### src/rtl/cpu_pkg.sv
// Shared encodings for the accumulator CPU: ISA opcodes, ALU op codes, FSM states.
package cpu_pkg;

    localparam int unsigned DATA_W   = 8;
    localparam int unsigned ADDR_W   = 4;
    localparam int unsigned OPC_W    = 4;
    localparam int unsigned ALU_OP_W = 3;

    localparam logic [OPC_W-1:0] OP_NOP = 4'h0;
    localparam logic [OPC_W-1:0] OP_LDA = 4'h1;
    localparam logic [OPC_W-1:0] OP_ADD = 4'h2;
    localparam logic [OPC_W-1:0] OP_SUB = 4'h3;
    localparam logic [OPC_W-1:0] OP_AND = 4'h4;
    localparam logic [OPC_W-1:0] OP_OR  = 4'h5;
    localparam logic [OPC_W-1:0] OP_XOR = 4'h6;
    localparam logic [OPC_W-1:0] OP_STA = 4'h7;
    localparam logic [OPC_W-1:0] OP_JMP = 4'h8;
    localparam logic [OPC_W-1:0] OP_JZ  = 4'h9;
    localparam logic [OPC_W-1:0] OP_JC  = 4'hA;
    localparam logic [OPC_W-1:0] OP_LDI = 4'hB;
    localparam logic [OPC_W-1:0] OP_HLT = 4'hF;

    localparam logic [ALU_OP_W-1:0] ALU_ADD    = 3'b000;
    localparam logic [ALU_OP_W-1:0] ALU_SUB    = 3'b001;
    localparam logic [ALU_OP_W-1:0] ALU_AND    = 3'b010;
    localparam logic [ALU_OP_W-1:0] ALU_OR     = 3'b011;
    localparam logic [ALU_OP_W-1:0] ALU_XOR    = 3'b100;
    localparam logic [ALU_OP_W-1:0] ALU_PASS_B = 3'b101;
    localparam logic [ALU_OP_W-1:0] ALU_PASS_A = 3'b110;

    typedef enum logic [2:0] {
        ST_START,
        ST_FETCH,
        ST_DECODE,
        ST_EXEC_RD,
        ST_EXEC_ALU,
        ST_EXEC_WR,
        ST_HALT
    } state_t;

    typedef enum logic [2:0] {
        CLS_CTRL,
        CLS_ALU,
        CLS_LOAD,
        CLS_STORE,
        CLS_HALT,
        CLS_ILLEGAL
    } iclass_t;

    // Decoder result for one opcode.
    typedef struct packed {
        iclass_t                 iclass;
        logic [ALU_OP_W-1:0]     alu_op;
        logic                    flag_en;
    } decode_t;

endpackage

### src/rtl/cpu_instr_decode.sv
// Opcode -> instruction class, ALU operation and flag-update enable.
module cpu_instr_decode
    import cpu_pkg::*;
(
    input  logic [OPC_W-1:0] opcode,
    output decode_t          dec
);

    // Pure table lookup; undefined opcodes fall to the illegal class.
    always_comb begin
        dec.iclass  = CLS_ILLEGAL;
        dec.alu_op  = ALU_ADD;
        dec.flag_en = 1'b0;
        case (opcode)
            OP_NOP, OP_JMP, OP_JZ, OP_JC: dec.iclass = CLS_CTRL;
            OP_ADD: begin dec.iclass = CLS_ALU; dec.alu_op = ALU_ADD; dec.flag_en = 1'b1; end
            OP_SUB: begin dec.iclass = CLS_ALU; dec.alu_op = ALU_SUB; dec.flag_en = 1'b1; end
            OP_AND: begin dec.iclass = CLS_ALU; dec.alu_op = ALU_AND; dec.flag_en = 1'b1; end
            OP_OR:  begin dec.iclass = CLS_ALU; dec.alu_op = ALU_OR;  dec.flag_en = 1'b1; end
            OP_XOR: begin dec.iclass = CLS_ALU; dec.alu_op = ALU_XOR; dec.flag_en = 1'b1; end
            OP_LDA, OP_LDI: begin dec.iclass = CLS_LOAD; dec.alu_op = ALU_PASS_B; end
            OP_STA: begin dec.iclass = CLS_STORE; dec.alu_op = ALU_PASS_A; end
            OP_HLT: dec.iclass = CLS_HALT;
            default: dec.iclass = CLS_ILLEGAL;
        endcase
    end

endmodule

### src/rtl/cpu_control.sv
// Fetch/decode/execute sequencer for the 8-bit accumulator datapath.
// Owns pc, ir, flags and state; every other output is decoded from state+ir.
module cpu_control
    import cpu_pkg::*;
#(
    parameter logic [ADDR_W-1:0] RESET_PC        = 4'h0,
    parameter bit                HALT_ON_ILLEGAL = 1'b0
) (
    input  logic                clk,
    input  logic                rst_n,
    output logic                mem_req,
    output logic                mem_we,
    output logic [ADDR_W-1:0]   mem_addr,
    input  logic [DATA_W-1:0]   mem_rdata,
    input  logic                mem_ack,
    output logic [ALU_OP_W-1:0] alu_op,
    input  logic                alu_zero,
    input  logic                alu_carry,
    output logic                b_we,
    output logic                b_sel,
    output logic [ADDR_W-1:0]   imm,
    output logic                acc_we,
    output logic                flag_z,
    output logic                flag_c,
    output logic [ADDR_W-1:0]   pc,
    output logic                halted,
    output logic                illegal
);

    state_t              state, state_d;
    logic [ADDR_W-1:0]   pc_q, pc_d;
    logic [DATA_W-1:0]   ir, ir_d;
    logic                fz, fz_d, fc, fc_d;
    logic [OPC_W-1:0]    opcode;
    logic [ADDR_W-1:0]   operand;
    decode_t             dec;

    assign opcode  = ir[DATA_W-1:ADDR_W];
    assign operand = ir[ADDR_W-1:0];
    assign imm     = operand;
    assign pc      = pc_q;
    assign flag_z  = fz;
    assign flag_c  = fc;

    cpu_instr_decode u_decode (
        .opcode (opcode),
        .dec    (dec)
    );

    // Architectural state; reset abandons any transaction in flight.
    always_ff @(posedge clk or negedge rst_n) begin
        if (!rst_n) begin
            state <= ST_START;
            pc_q  <= RESET_PC;
            ir    <= '0;
            fz    <= 1'b0;
            fc    <= 1'b0;
        end else begin
            state <= state_d;
            pc_q  <= pc_d;
            ir    <= ir_d;
            fz    <= fz_d;
            fc    <= fc_d;
        end
    end

    // Next state and strobes; address/we depend only on state+ir so they hold while unacked.
    always_comb begin
        state_d  = state;
        pc_d     = pc_q;
        ir_d     = ir;
        fz_d     = fz;
        fc_d     = fc;
        mem_req  = 1'b0;
        mem_we   = 1'b0;
        mem_addr = '0;
        alu_op   = ALU_ADD;
        b_we     = 1'b0;
        b_sel    = 1'b0;
        acc_we   = 1'b0;
        halted   = 1'b0;
        illegal  = 1'b0;
        case (state)
            ST_START: state_d = ST_FETCH;
            ST_FETCH: begin
                mem_req  = 1'b1;
                mem_addr = pc_q;
                if (mem_ack) begin
                    ir_d    = mem_rdata;
                    pc_d    = pc_q + ADDR_W'(1);
                    state_d = ST_DECODE;
                end
            end
            ST_DECODE: begin
                state_d = ST_FETCH;
                case (dec.iclass)
                    CLS_CTRL: begin
                        if ((opcode == OP_JMP) ||
                            (opcode == OP_JZ && fz) ||
                            (opcode == OP_JC && fc)) begin
                            pc_d = operand;
                        end
                    end
                    CLS_ALU:   state_d = ST_EXEC_RD;
                    CLS_LOAD:  state_d = (opcode == OP_LDI) ? ST_EXEC_ALU : ST_EXEC_RD;
                    CLS_STORE: state_d = ST_EXEC_WR;
                    CLS_HALT:  state_d = ST_HALT;
                    default: begin
                        illegal = 1'b1;
                        if (HALT_ON_ILLEGAL) state_d = ST_HALT;
                    end
                endcase
            end
            ST_EXEC_RD: begin
                mem_req  = 1'b1;
                mem_addr = operand;
                if (mem_ack) begin
                    b_we    = 1'b1;
                    state_d = ST_EXEC_ALU;
                end
            end
            ST_EXEC_ALU: begin
                alu_op  = dec.alu_op;
                b_sel   = (opcode == OP_LDI);
                acc_we  = 1'b1;
                if (dec.flag_en) begin
                    fz_d = alu_zero;
                    fc_d = alu_carry;
                end
                state_d = ST_FETCH;
            end
            ST_EXEC_WR: begin
                mem_req  = 1'b1;
                mem_we   = 1'b1;
                mem_addr = operand;
                alu_op   = ALU_PASS_A;
                if (mem_ack) state_d = ST_FETCH;
            end
            ST_HALT: halted = 1'b1;
            default: state_d = ST_START;
        endcase
    end

endmodule
### config.mk
export PLATFORM = sky130hd
export DESIGN_NAME = cpu_control
export DESIGN_NICKNAME = d
export VERILOG_FILES = /design/src/rtl/cpu_pkg.sv /design/src/rtl/cpu_instr_decode.sv /design/src/rtl/cpu_control.sv
export SDC_FILE = /design/constraint.sdc
export NUM_CORES = 1
export LEC_CHECK = 0
export BUFFER_PORTS_ARGS = -buffer_cell sky130_fd_sc_hd__buf_2
export CAP_MARGIN = 20
export CORE_MARGIN = 2
export CORE_UTILIZATION = 45
export CTS_CLUSTER_DIAMETER = 40
export DETAILED_ROUTE_END_ITERATION = 7
export PLACE_DENSITY = 0.71
export SETUP_SLACK_MARGIN = 0.05
export SYNTH_ARGS = -nofsm -noshare
export SYNTH_HDL_FRONTEND = slang
export SYNTH_SLANG_ARGS = --single-unit
### constraint.sdc
create_clock -name clk -period 4.4 [get_ports clk]
set_clock_uncertainty 0.15 [all_clocks]
set_input_delay 0.44 -clock clk [delete_from_list [all_inputs] [get_ports clk]]
set_output_delay 0.44 -clock clk [all_outputs]
set_load 0.02 [all_outputs]
==> flow_summary.ini <==
[worst_hold_path]
min_from = alu_carry
hold_path_depth = 2
min_path_type = in2reg

[sta]
fmax_mhz = 415
tightest_slew_ns = 0.636
whs_ns = 0.191
setup_viol = 0
hold_viol_final = 0
finalCritPeriodShare_pct = 54.8
max_slew_margin_pct = 57.6
tns_ns = 0
slew_violations = 0
rsz0062_at_grt = false
period_needed_ns = 2.41

[cts]
numCtsBuffers = 3
cts.path.max_buffers = 2
cts_tree = yes
clock_latency_ns = 0.30
root_buffer = clkbuf_4
htreeDepth = 1
path_clk_slew_ns = 0.11
clkSinkCount = 17
cts_setup_buffers = 0

[yosys]
ys_ff_latch = 17
ys_seq_area_share_pct = 35.9
synth_cell_types = 48
yosys-top-cells-count = dfrtp_1 (17), nor2_1 (15), nand2_1 (12), a21oi_1 (11)
synth_area_leaders = dfrtp_1 (36%), mux2_1 (6.7%), nor2_1 (4.8%)
yosys.area.top_type = dfrtp_1
synth-edff-count = 0
synthArstFlopShare_pct = 100
yosysTopAreaCellShare_pct = 35.9
synth_area_um2 = 1180
synthFlopType = dfrtp_1
syn-instance-count = 134
synth_nets = 148
yosysMostFrequentCell = dfrtp_1
ys_warn_count = 0
avgSynthCellArea_um2 = 8.83

[global_route]
grt_pass1_wl_um = 4330
grt_use_total_pct = 17.7
grt.overflow.total = 0
grt_max_degree = 19
first_global_vias = 958
antenna_found_initial = 0

[final_layout]
fin_nets = 177
drive_gt1_share_pct = 32.1
area_delta_synth_final_pct = 14.6
utilization_pct = 54.7
num_antenna_cells = 0
multi_input_comb_area_um2 = 662
nFillCells = 251
seq_area_um2 = 425
stdcell_area_um2 = 1360

[detailed_routing]
vias = 1077
vias_per_cell = 5.61
wire_per_inst_um = 13.5
postRouteAntennaNets = 0
wl_um = 2590
remaining_drc_errors = 0
drtIter0Drc = 26
dr.pass1.iters = 4

[critical_path]
timing.rr.start = state[2]
cp-startpoint = state[2]
cp_max_fo = 16
reg2reg_depth = 4
required_ns = 3.81
crit_arrival_ns = 1.82
cp-start-kind = register
path_class = reg2out
worstSetupEndpointType = output port

[power]
peakVddDrop_uv = 499
power_leakage_nw = 0.631
pwr_density_cell_nw_per_um2 = 839

[place]
port_buffers = 36
placed_area_um2 = 1320
dp.final_hpwl_um = 1920
gp_congestion = 0.817

[floorplan]
io_pins = 37
die_h_um = 55.3
die-area_um2 = 3060
core-area_um2 = 2480
die_x_um = 55.3
floorplan.initialDensity_pct = 47.8
rows = 18

[outcome]
status = completed

[run]
cap_violations = 0
-- flip-flops by register name (all words and copies together), names as in the netlist --
register	count
flag_c	1
ir	8
flag_z	1
pc	4
state	3
-- cell usage in the layout, fill, tap and decap left out, types with 2 or more instances in the layout --
master	count
nor2_2	2
o21ai_1	4
buf_2	36
nand3_1	5
inv_1	2
nor2_1	15
nand2b_1	2
o21ai_0	4
nor2b_1	4
o21a_1	2
and3_1	2
dfrtp_1	17
nand2_1	12
mux2_1	7
clkbuf_4	3
a21oi_1	11
mux2i_1	3
-- worst max-delay path, stage by stage (launching register included) --
cell and delay [ns]:
dfrtp_1 0.70, nand2b_1 0.24, nor4_1 0.35, buf_2 0.22
-- power by group --
group          internal (W)  switching (W)  total (W)
clock network     0.0000347      0.0000515  0.0000862
registers          0.000234       0.000159   0.000393
logic              0.000281       0.000377   0.000659
-- kinds of logic after synthesis --
logic type / synth area share [%]
mux: 11.4
flops: 35.9
compound gates: 18.2
fa+ha+maj: 2.01
xor+xnor: 0.740
simple gates: 23.6
buf+inv: 8.14
-- path summary, 6_finish.rpt --
kind | endpoint | slack [ns]
hold / removal | flag_c | 0.19
hold reg to reg | flag_c | 0.38
max in group asynchronous | ir[2] | 3.38
setup reg to reg | pc[1] | 2.15
setup / recovery | b_sel | 1.99
min in group asynchronous | state[0] | 0.43
-- routing by layer --
metal | GRT usage [%] | part of all wire [%]
met5 | 0 | 0
met4 | 8.01 | 1.7
met3 | 3.28 | 5.3
met2 | 27.4 | 48
met1 | 23.9 | 45
-- layout make-up --
type | count | area share, %
multi-input combinational | 101 | 48.8
sequential | 17 | 31.4
timing repair buffer | 37 | 14.0
tap | 30 | 2.77
clock buffer | 3 | 1.66
inverter | 3 | 0.830
clock inverter | 1 | 0.554
-- timing repair --
| item | CTS | global route |
|---|---|---|
| endpoints found under the setup margin | 0 | 0 |
| hold buffers | 1 | 0 |
| endpoints found under the hold margin | 17 | 0 |
| gates resized for setup | 0 | 0 |
-- metrics by stage --
stage               power (W)  std cells  worst slack [ns]
finish                0.00114        192              1.99
global placement      0.00103        187              2.27
CTS                   0.00114        192              1.97
global route          0.00123        192              1.86
floorplan            0.000917        134              2.40
detailed placement    0.00105        187              2.18
No activity file was read; power rests on OpenSTA's default activity.
